[src/rtl/rv32_mc_core.sv]
// Multi-cycle RV32I/RV32E core with handshaked instruction and data ports,
// byte-enable stores and precise halting on ECALL/EBREAK or faults.
module rv32_mc_core #(
   parameter logic [31:0] RESET_PC = 32'h0000_0000,
   parameter int          NUM_REGS = 32
) (
   input  logic        clk,
   input  logic        rst_n,
   output logic        imem_req,
   output logic [31:0] imem_addr,
   input  logic        imem_ready,
   input  logic [31:0] imem_rdata,
   output logic        dmem_req,
   output logic        dmem_we,
   output logic [3:0]  dmem_be,
   output logic [31:0] dmem_addr,
   output logic [31:0] dmem_wdata,
   input  logic        dmem_ready,
   input  logic [31:0] dmem_rdata,
   output logic        retire,
   output logic        halted,
   output logic        trap,
   output logic [2:0]  trap_cause,
   output logic [31:0] trap_pc
);
   typedef enum logic [1:0] {FETCH, EXEC, MEM, HALT} state_t;

   localparam logic [6:0] OP_LUI = 7'b0110111, OP_AUIPC = 7'b0010111, OP_JAL = 7'b1101111,
                          OP_JALR = 7'b1100111, OP_BR = 7'b1100011, OP_LD = 7'b0000011,
                          OP_ST = 7'b0100011, OP_IMM = 7'b0010011, OP_REG = 7'b0110011,
                          OP_FENCE = 7'b0001111, OP_SYS = 7'b1110011;
   localparam logic [5:0] NREG = 6'(NUM_REGS);

   state_t      state_q, state_d;
   logic [31:0] pc_q, pc_d, ir_q, ir_d;
   logic        imem_req_q, imem_req_d, dmem_req_q, dmem_req_d, dmem_we_q, dmem_we_d;
   logic [3:0]  dmem_be_q, dmem_be_d;
   logic [31:0] dmem_addr_q, dmem_addr_d, dmem_wdata_q, dmem_wdata_d;
   logic        halted_q, halted_d, trap_q, trap_d;
   logic [2:0]  cause_q, cause_d, fault;
   logic [31:0] trap_pc_q, trap_pc_d;
   logic [31:0] rf_q [32];
   logic        rf_we, retire_c;
   logic [31:0] rf_wdata;

   logic [6:0]  opcode, f7;
   logic [4:0]  rd, rs1, rs2;
   logic [2:0]  f3;
   logic [31:0] imm_i, imm_s, imm_b, imm_u, imm_j, rs1_v, rs2_v, op_b, alu, wb, next_pc, ea;
   logic        legal, is_halt, use_rs1, use_rs2, use_rd, taken, jump, reg_bad, misal;
   logic        is_mem, is_store;

   function automatic logic [31:0] load_ext(input logic [31:0] word, input logic [1:0] lane,
                                            input logic [2:0] fn);
      logic [31:0] s;
      s = word >> {lane, 3'b000};
      case (fn)
         3'b000:  return {{24{s[7]}}, s[7:0]};
         3'b001:  return {{16{s[15]}}, s[15:0]};
         3'b100:  return {24'b0, s[7:0]};
         3'b101:  return {16'b0, s[15:0]};
         default: return s;
      endcase
   endfunction

   assign opcode = ir_q[6:0];
   assign rd     = ir_q[11:7];
   assign f3     = ir_q[14:12];
   assign rs1    = ir_q[19:15];
   assign rs2    = ir_q[24:20];
   assign f7     = ir_q[31:25];
   assign imm_i  = {{20{ir_q[31]}}, ir_q[31:20]};
   assign imm_s  = {{20{ir_q[31]}}, ir_q[31:25], ir_q[11:7]};
   assign imm_b  = {{19{ir_q[31]}}, ir_q[31], ir_q[7], ir_q[30:25], ir_q[11:8], 1'b0};
   assign imm_u  = {ir_q[31:12], 12'b0};
   assign imm_j  = {{11{ir_q[31]}}, ir_q[31], ir_q[19:12], ir_q[20], ir_q[30:21], 1'b0};
   assign rs1_v  = (rs1 == 5'd0) ? 32'd0 : rf_q[rs1];
   assign rs2_v  = (rs2 == 5'd0) ? 32'd0 : rf_q[rs2];

   // Legality and which register fields the instruction actually uses.
   always_comb begin
      legal = 1'b0; is_halt = 1'b0; use_rs1 = 1'b0; use_rs2 = 1'b0; use_rd = 1'b0;
      case (opcode)
         OP_LUI, OP_AUIPC, OP_JAL: begin legal = 1'b1; use_rd = 1'b1; end
         OP_JALR: begin legal = (f3 == 3'd0); use_rs1 = 1'b1; use_rd = 1'b1; end
         OP_BR:   begin legal = (f3 != 3'd2) && (f3 != 3'd3); use_rs1 = 1'b1; use_rs2 = 1'b1; end
         OP_LD:   begin legal = (f3 != 3'd3) && (f3 < 3'd6); use_rs1 = 1'b1; use_rd = 1'b1; end
         OP_ST:   begin legal = (f3 < 3'd3); use_rs1 = 1'b1; use_rs2 = 1'b1; end
         OP_IMM: begin
            legal   = (f3 == 3'd1) ? (f7 == 7'h00) :
                      (f3 == 3'd5) ? (f7 == 7'h00 || f7 == 7'h20) : 1'b1;
            use_rs1 = 1'b1; use_rd = 1'b1;
         end
         OP_REG: begin
            legal   = (f7 == 7'h00) || (f7 == 7'h20 && (f3 == 3'd0 || f3 == 3'd5));
            use_rs1 = 1'b1; use_rs2 = 1'b1; use_rd = 1'b1;
         end
         OP_FENCE: legal = 1'b1;
         OP_SYS: begin
            is_halt = (ir_q == 32'h0000_0073) || (ir_q == 32'h0010_0073);
            legal   = is_halt;
         end
         default: legal = 1'b0;
      endcase
   end

   always_comb begin
      alu  = '0;
      op_b = (opcode == OP_REG) ? rs2_v : imm_i;
      case (f3)
         3'd0: alu = (opcode == OP_REG && ir_q[30]) ? rs1_v - op_b : rs1_v + op_b;
         3'd1: alu = rs1_v << op_b[4:0];
         3'd2: alu = {31'b0, $signed(rs1_v) < $signed(op_b)};
         3'd3: alu = {31'b0, rs1_v < op_b};
         3'd4: alu = rs1_v ^ op_b;
         3'd5: alu = ir_q[30] ? 32'($signed(rs1_v) >>> op_b[4:0]) : rs1_v >> op_b[4:0];
         3'd6: alu = rs1_v | op_b;
         default: alu = rs1_v & op_b;
      endcase
      case (f3)
         3'd0: taken = (rs1_v == rs2_v);
         3'd1: taken = (rs1_v != rs2_v);
         3'd4: taken = $signed(rs1_v) < $signed(rs2_v);
         3'd5: taken = $signed(rs1_v) >= $signed(rs2_v);
         3'd6: taken = rs1_v < rs2_v;
         3'd7: taken = rs1_v >= rs2_v;
         default: taken = 1'b0;
      endcase
   end

   always_comb begin
      wb      = alu;
      next_pc = pc_q + 32'd4;
      jump    = 1'b0;
      case (opcode)
         OP_LUI:   wb = imm_u;
         OP_AUIPC: wb = pc_q + imm_u;
         OP_JAL:   begin wb = pc_q + 32'd4; next_pc = pc_q + imm_j; jump = 1'b1; end
         OP_JALR:  begin wb = pc_q + 32'd4; next_pc = (rs1_v + imm_i) & ~32'd1; jump = 1'b1; end
         OP_BR:    if (taken) begin next_pc = pc_q + imm_b; jump = 1'b1; end
         default:  wb = alu;
      endcase
      is_store = (opcode == OP_ST);
      is_mem   = is_store || (opcode == OP_LD);
      ea       = rs1_v + (is_store ? imm_s : imm_i);
      misal    = ((f3[1:0] == 2'd1) && ea[0]) || ((f3[1:0] == 2'd2) && (ea[1:0] != 2'd0));
      reg_bad  = (use_rs1 && ({1'b0, rs1} >= NREG)) || (use_rs2 && ({1'b0, rs2} >= NREG)) ||
                 (use_rd && ({1'b0, rd} >= NREG));
      if (!legal)                                fault = 3'd1;
      else if (reg_bad)                          fault = 3'd4;
      else if (jump && next_pc[1:0] != 2'd0)     fault = 3'd2;
      else if (is_mem && misal)                  fault = 3'd3;
      else                                       fault = 3'd0;
   end

   always_comb begin
      state_d = state_q; pc_d = pc_q; ir_d = ir_q;
      imem_req_d = imem_req_q; dmem_req_d = dmem_req_q; dmem_we_d = dmem_we_q;
      dmem_be_d = dmem_be_q; dmem_addr_d = dmem_addr_q; dmem_wdata_d = dmem_wdata_q;
      halted_d = halted_q; trap_d = trap_q; cause_d = cause_q; trap_pc_d = trap_pc_q;
      rf_we = 1'b0; rf_wdata = wb; retire_c = 1'b0;
      case (state_q)
         FETCH: begin
            // The request register is low in the first cycle out of reset.
            if (imem_req_q && imem_ready) begin
               ir_d = imem_rdata; imem_req_d = 1'b0; state_d = EXEC;
            end else begin
               imem_req_d = 1'b1;
            end
         end
         EXEC: begin
            if (fault != 3'd0) begin
               halted_d = 1'b1; trap_d = 1'b1; cause_d = fault; trap_pc_d = pc_q; state_d = HALT;
            end else if (is_halt) begin
               halted_d = 1'b1; trap_pc_d = pc_q; state_d = HALT;
            end else if (is_mem) begin
               dmem_req_d = 1'b1; dmem_we_d = is_store; dmem_addr_d = ea; state_d = MEM;
               dmem_be_d  = 4'b0000;
               if (is_store) begin
                  case (f3[1:0])
                     2'd0: begin dmem_be_d = 4'b0001 << ea[1:0]; dmem_wdata_d = {4{rs2_v[7:0]}}; end
                     2'd1: begin dmem_be_d = ea[1] ? 4'b1100 : 4'b0011; dmem_wdata_d = {2{rs2_v[15:0]}}; end
                     default: begin dmem_be_d = 4'b1111; dmem_wdata_d = rs2_v; end
                  endcase
               end
            end else begin
               rf_we = use_rd; pc_d = next_pc; retire_c = 1'b1; imem_req_d = 1'b1; state_d = FETCH;
            end
         end
         MEM: begin
            if (dmem_ready) begin
               rf_we      = ~dmem_we_q;
               rf_wdata   = load_ext(dmem_rdata, dmem_addr_q[1:0], f3);
               dmem_req_d = 1'b0; retire_c = 1'b1; pc_d = pc_q + 32'd4;
               imem_req_d = 1'b1; state_d = FETCH;
            end
         end
         default: state_d = HALT;
      endcase
   end

   always_ff @(posedge clk or negedge rst_n) begin
      if (!rst_n) begin
         state_q <= FETCH; pc_q <= RESET_PC; ir_q <= '0;
         imem_req_q <= 1'b0; dmem_req_q <= 1'b0; dmem_we_q <= 1'b0; dmem_be_q <= '0;
         dmem_addr_q <= '0; dmem_wdata_q <= '0;
         halted_q <= 1'b0; trap_q <= 1'b0; cause_q <= '0; trap_pc_q <= '0;
         for (int i = 0; i < 32; i++) rf_q[i] <= '0;
      end else begin
         state_q <= state_d; pc_q <= pc_d; ir_q <= ir_d;
         imem_req_q <= imem_req_d; dmem_req_q <= dmem_req_d; dmem_we_q <= dmem_we_d;
         dmem_be_q <= dmem_be_d; dmem_addr_q <= dmem_addr_d; dmem_wdata_q <= dmem_wdata_d;
         halted_q <= halted_d; trap_q <= trap_d; cause_q <= cause_d; trap_pc_q <= trap_pc_d;
         if (rf_we && rd != 5'd0) rf_q[rd] <= rf_wdata;
      end
   end

   assign imem_req   = imem_req_q;
   assign imem_addr  = pc_q;
   assign dmem_req   = dmem_req_q;
   assign dmem_we    = dmem_we_q;
   assign dmem_be    = dmem_be_q;
   assign dmem_addr  = dmem_addr_q;
   assign dmem_wdata = dmem_wdata_q;
   assign retire     = retire_c;
   assign halted     = halted_q;
   assign trap       = trap_q;
   assign trap_cause = cause_q;
   assign trap_pc    = trap_pc_q;
endmodule

[config.mk]
export PLATFORM = sky130hd
export DESIGN_NAME = rv32_mc_core
export DESIGN_NICKNAME = d
export VERILOG_FILES = /design/src/rtl/rv32_mc_core.sv
export SDC_FILE = /design/constraint.sdc
export NUM_CORES = 2
export LEC_CHECK = 0
export ABC_AREA = 0
export CAP_MARGIN = 5
export CELL_PAD_IN_SITES_DETAIL_PLACEMENT = 1
export CELL_PAD_IN_SITES_GLOBAL_PLACEMENT = 1
export CORE_ASPECT_RATIO = 0.6
export CORE_MARGIN = 2
export CORE_UTILIZATION = 50
export DETAILED_ROUTE_END_ITERATION = 12
export PLACE_DENSITY_LB_ADDON = 0.1
export SKIP_CTS_REPAIR_TIMING = 1
export SLEW_MARGIN = 20
export SYNTH_ARGS = -nofsm -noshare
export SYNTH_HDL_FRONTEND = slang
export SYNTH_SLANG_ARGS = --single-unit
[constraint.sdc]
create_clock -name clk -period 12.1 [get_ports clk]
set_clock_uncertainty 0.15 [all_clocks]
set_input_delay 3.63 -clock clk [delete_from_list [all_inputs] [get_ports clk]]
set_output_delay 3.63 -clock clk [all_outputs]
set_load 0.05 [all_outputs]
### Word-level counts from Yosys, hierarchy flattened

Index checks and enable logic that the tools add are counted.

* flip-flop bits (word level): 1198
* latch bits: 0
* memory bits (writable): 0
* bits in read-only memories: 0
* input port bits: 68
* output and inout port bits: 141
* word-level logic and storage cells: 229
* memories: 0

* add/sub/neg operators: 8
* $mul: 0
* div/mod/pow operators: 0
* order comparisons: 12
* equality and inequality tests: 35
* shifts and indexed selects: 5
* multiplexer cells: 73
* bitwise operators: 9
* reduce and logical (&&, ||, !) cells: 42

Operators by type and width (count)
* 1024-bit bitwise mux: 1
* 32-bit two-way mux: 19
* 32-bit binary-select mux with 5-bit select: 2
* 32-bit one-hot mux with 7 select lines: 1
* 32-bit adder: 6
* 32-bit one-hot mux with 3 select lines: 2
* 32-bit demux with 5-bit select: 1
* 32-bit < comparator: 4
* 32-bit one-hot mux with 2 select lines: 2
* 32-bit one-hot mux with 4 select lines: 1
* 32-bit greater-or-equal comparator: 2
* 32-bit by 5-bit right shift with 32-bit output: 2
* 32-bit by 3-bit adder with 32-bit output (second input constant): 1
* 32-bit AND: 1
* 32-bit by 21-bit == test with 1-bit output (second input constant): 1
* 32-bit == test: 1
* 32-bit by 7-bit == test with 1-bit output (second input constant): 1
* 32-bit != test: 1
* 32-bit bitwise OR: 1
* 32-bit by 5-bit << shifter with 32-bit output: 1
* 32-bit by 5-bit >>> shifter with 32-bit output: 1
* 32-bit subtractor: 1
* 32-bit bitwise XOR: 1
* 7-bit by 6-bit == test with 1-bit output (second input constant): 4
* other kinds (43): 126

### Depth between registers and ports, before layout

* word-level depth: 17
* mapped depth: 32
* depth with buffers taken out: 21

### Least setup slack after synthesis

OpenSTA, ideal clock, no wires.

* kind: reg-to-output
* start: reg ir_q[20]
* end: out retire
* data arrival time: 6.777 ns
* required time: 8.320 ns
* slack: 1.543 ns
* stages on the path, launching flop included: 22
* path buffers: 8
* path through: dfrtp_1 > buf_6 > buf_12 > buf_12 > buf_6 > buf_4 > buf_2 > buf_2 > buf_1 > mux4_2 > mux4_2 > a21oi_1 > ha_1 > nand4_1 > or4_1 > or4_4 > a211oi_1 > nor2_1 > mux2i_4 > a31o_2 > o21ai_1 > a21boi_0

* cells in the longest elaborated chain, start to end: 16
* elaborated cells between the ends (all ways): 39
* those cells by class: add/sub (2); order compare (4); eq/ne (4); mux (18); bitwise (1); reduce/logical (10)

RTL lines
* start, declared: RTL line 35 `logic [31:0] pc_q, pc_d, ir_q, ir_d;`
* start signal, assigned: RTL line 210 `state_q <= state_d; pc_q <= pc_d; ir_q <= ir_d;`
* 5-bit inverter with 6-bit output (not written as such): RTL line 78 `assign rs2_v = (rs2 == 5'd0) ? 32'd0 : rf_q[rs2];`
* 32-bit binary-select mux with 5-bit select: RTL line 78
* 32-bit two-way mux (not written as such) (2 in a row): RTL line 78
* 32-bit two-way mux: RTL line 78
* 32-bit greater-or-equal comparator, or another cell as far along: RTL line 126 `3'd7: taken = rs1_v >= rs2_v;`
* 1-bit one-hot mux with 6 select lines: RTL line 120 `case (f3)`
* 32-bit two-way mux: RTL line 140 `OP_BR: if (taken) begin next_pc = pc_q + imm_b; jump = 1'b1; end`
* 32-bit one-hot mux with 3 select lines: RTL line 135 `case (opcode)`
* 2-bit nonzero test: RTL line 151 `else if (jump && next_pc[1:0] != 2'd0) fault = 3'd2;`
* 1-bit logical AND: RTL line 151
* 2-bit two-way mux: RTL line 151
* 2-bit two-way mux: RTL line 149 `if (!legal) fault = 3'd1;`
* 3-bit nonzero test: RTL line 172 `if (fault != 3'd0) begin`
* 1-bit two-way mux *: RTL line 172
* 1-bit one-hot mux with 2 select lines *: RTL line 162 `case (state_q)`
* end, declared: RTL line 20 `output logic retire,`

Every way passes the cells marked *; elsewhere a longest branch is shown, timed or not. The select of a mux whose other input is x is not followed.

### Worst setup path after layout

Same ends and word-level chain as after synthesis.

==> impl_results.md <==
- Run status: finished clean
- Vias in the first global route: between 70000 and 80000
- WHS Endpoint: rf_q[1001]
- Initial antenna violation count: 42
- Max-slew headroom: 7.78%
- WL/cell: 40.7 um
- # clock sinks: approximately 1200
- Global-route usage over all layers: 51.8%
- Num CTS Buffers: 115
- Via-per-instance ratio: around 7.6
- CP Data Required Time: between 8 and 9 ns
- Ports: roughly 210
- Placed wire-length estimate: approximately 300000 um
- Synth async-reset ratio: 100%
- Reg2reg end: rf_q[532]
- CP Launch Type: flop
- Worst hold path type: reg -> reg
- Largest net degree at the start of global routing: 180
- Layout cell share with drive strength beyond 1: between 15 and 20%
- FF-to-FF setup slack: about 2.3 ns
- Launch point of the worst reg-to-reg path: ir_q[20]
- Yosys top cell area share: between 30% and 40%
- H-tree Lvls: 3
- Crit path time final: between 10 and 15 ns
- Vias post-DR: approximately 80000
- Synth warn: 0
- # rows: between 100 and 150
- Core region area: about 160000 um2
- DRT iter0 DRCs: about 13000
- RSZ-0062 raised after global routing: no
- Setup crit end kind: output pin
- GRT overflow: 0
- Clock Tree Buf Depth: 3
- Post-Synthesis Cells: ~8600
- Critical path class: reg -> out
- Setup TNS: 0 ns
- CTS tree: built
- Die area: approximately 160000 um2
- Post-synth EDFFs: 0
- RePlAce Congestion: ~1.1
- Post-route DRC violation count: 0
- Cell Area, Synth: 80700 um2
- Final Hold Viols: 0
- Area grow syn2layout: 9.83%
- Cell Area, Placed: 84400 um2
- IO buf count: 207
- Tcrit/Tclk final: between 90% and 100%
- Arrival time worst endpoint: slightly below 8 ns
- Die Ht: 315 um
- Starting Density: between 50% and 60%
- First-pass DRT Iterations: 7
- Synthesized Nets: slightly below 9000
- Die X: between 500 and 600 um
- Worst-Margin Slew: 1.37 ns
- Top_reg_cell synth: dfrtp_1
- Crit path max fanout: 62
- R2R depth: 19
- Seq/Total Area, Yosys: between 30% and 40%
- Setup violators final: 0
- Final ANT Viol Nets: 0
- Max-Cap Viols: 0
- Clock-pin slew on the worst setup and hold paths: ~0.07 ns
- Nets: just under 9000
- Hold depth: 0
- Cell variety after synth: 120
- Syn avg cell area: about 9.4 um2
- Hold Crit Start: rf_q[1001]
- Detailed-route wire length: approximately 430000 um
- Max-slew violations: 0
- Cell area after layout: about 89000 um2
- Clk root buf: clkbuf_16
- Global-route wire length before repair: between 600000 and 700000 um
- Fmax: around 0.086 GHz
- Area contributors post-synth: dfrtp_1, mux4_2, nand2_1, o21ai_0, mux2i_1
- Cell taking the most area after synthesis: dfrtp_1
- Synth Register Bits: approximately 1200
- Skew-Pair Late Insertion Delay: between 0.8 and 0.9 ns
- Top cells by count, synth: nand2_1, dfrtp_1, o21ai_0
- Most frequent cell after synthesis: nand2_1
[cell usage in the layout (no fill, tap or decap), types with 134 or more instances in the layout]
master,n
a21oi_1,435
buf_4,275
clkdlybuf4s50_1,205
dfrtp_1,1185
ha_1,223
inv_1,192
mux2i_1,330
mux4_2,450
nand2_1,1466
nand3_1,134
nor2_1,289
o21ai_0,1048
o21ai_1,186
[kinds of logic after synthesis]
| family | Yosys count | synth area share (%) |
|---|---|---|
| other cells | 1 | 0.00465 |
| buf+inv | 1013 | 5.88 |
| mux | 899 | 18.3 |
| compound gates | 2698 | 20.5 |
| fa+ha+maj | 230 | 3.63 |
| flops | 1197 | 37.1 |
| xor+xnor | 154 | 1.67 |
| simple gates | 2378 | 12.9 |
[sequential cells by signal, summed over array words and instances, names as in the netlist]
register and count:
dmem_addr 32, dmem_be 4, trap 1, trap_pc 32
dmem_req 1, trap_cause 2, halted 1, rf_q 1024
dmem_wdata 32, imem_addr 32, state_q 2, dmem_we 1
ir_q 32, imem_req 1
[how the worst max path moves through the flow]
stage / endpoint / startpoint / slack (ns) / depth (start not counted)
2_1_floorplan: retire / ir_q[20] / 1.54 / 21
3_3_place_gp: retire / ir_q[20] / 1.65 / 18
3_5_place_dp: retire / ir_q[20] / 1.62 / 18
4_1_cts: retire / ir_q[20] / 0.74 / 18
5_1_grt: retire / ir_q[20] / 0.44 / 18
6_report: retire / ir_q[20] / 0.43 / 18
[layout make-up]
class	instances	area (um2)
Fill cell	17830	72100
Antenna cell	33	82.6
Tap cell	2146	2690
Timing Repair Buffer	495	4420
Clock inverter	48	783
Sequential cell	1197	30000
Clock buffer	163	3310
Inverter	207	783
Multi-Input combinational cell	6360	46600
[per-stage QoR]
stage	hold WS (ns)	util (%)	setup WS [ns]	instances
after floorplan	0.275	-	1.54	8570
after global placement	0.211	52.5	1.65	10403
after detailed placement	0.213	52.5	1.62	10404
after CTS	0.229	55.1	0.744	10615
after global routing	0.243	55.1	0.436	10618
final	0.232	55.2	0.430	10649
[metal layers]
layer	vias to the layer above	track usage [%]	wire, um
li1	30939	-	-
met1	41325	69.4	167000
met2	7100	67.0	166000
met3	1475	27.9	75300
met4	52	24.7	23900
met5	-	2.85	1090
[critical path, cell delays in order, from the launching register on]
cell	delay, ns
dfrtp_4	0.89
buf_12	0.48
mux4_2	0.58
mux4_2	0.47
nor2b_1	0.16
a21oi_1	0.31
buf_4	0.23
ha_1	0.44
nand4_1	0.37
or4_1	0.81
or4_4	0.53
mux2i_1	0.17
o21ai_0	0.12
nor3_2	0.41
a31o_2	0.29
o21ai_1	0.07
buf_4	0.20
a21boi_0	0.22
buf_4	0.24
Power is not shown: default switching activity piles up to over one toggle a cycle in this logic, so the estimate is an artifact.
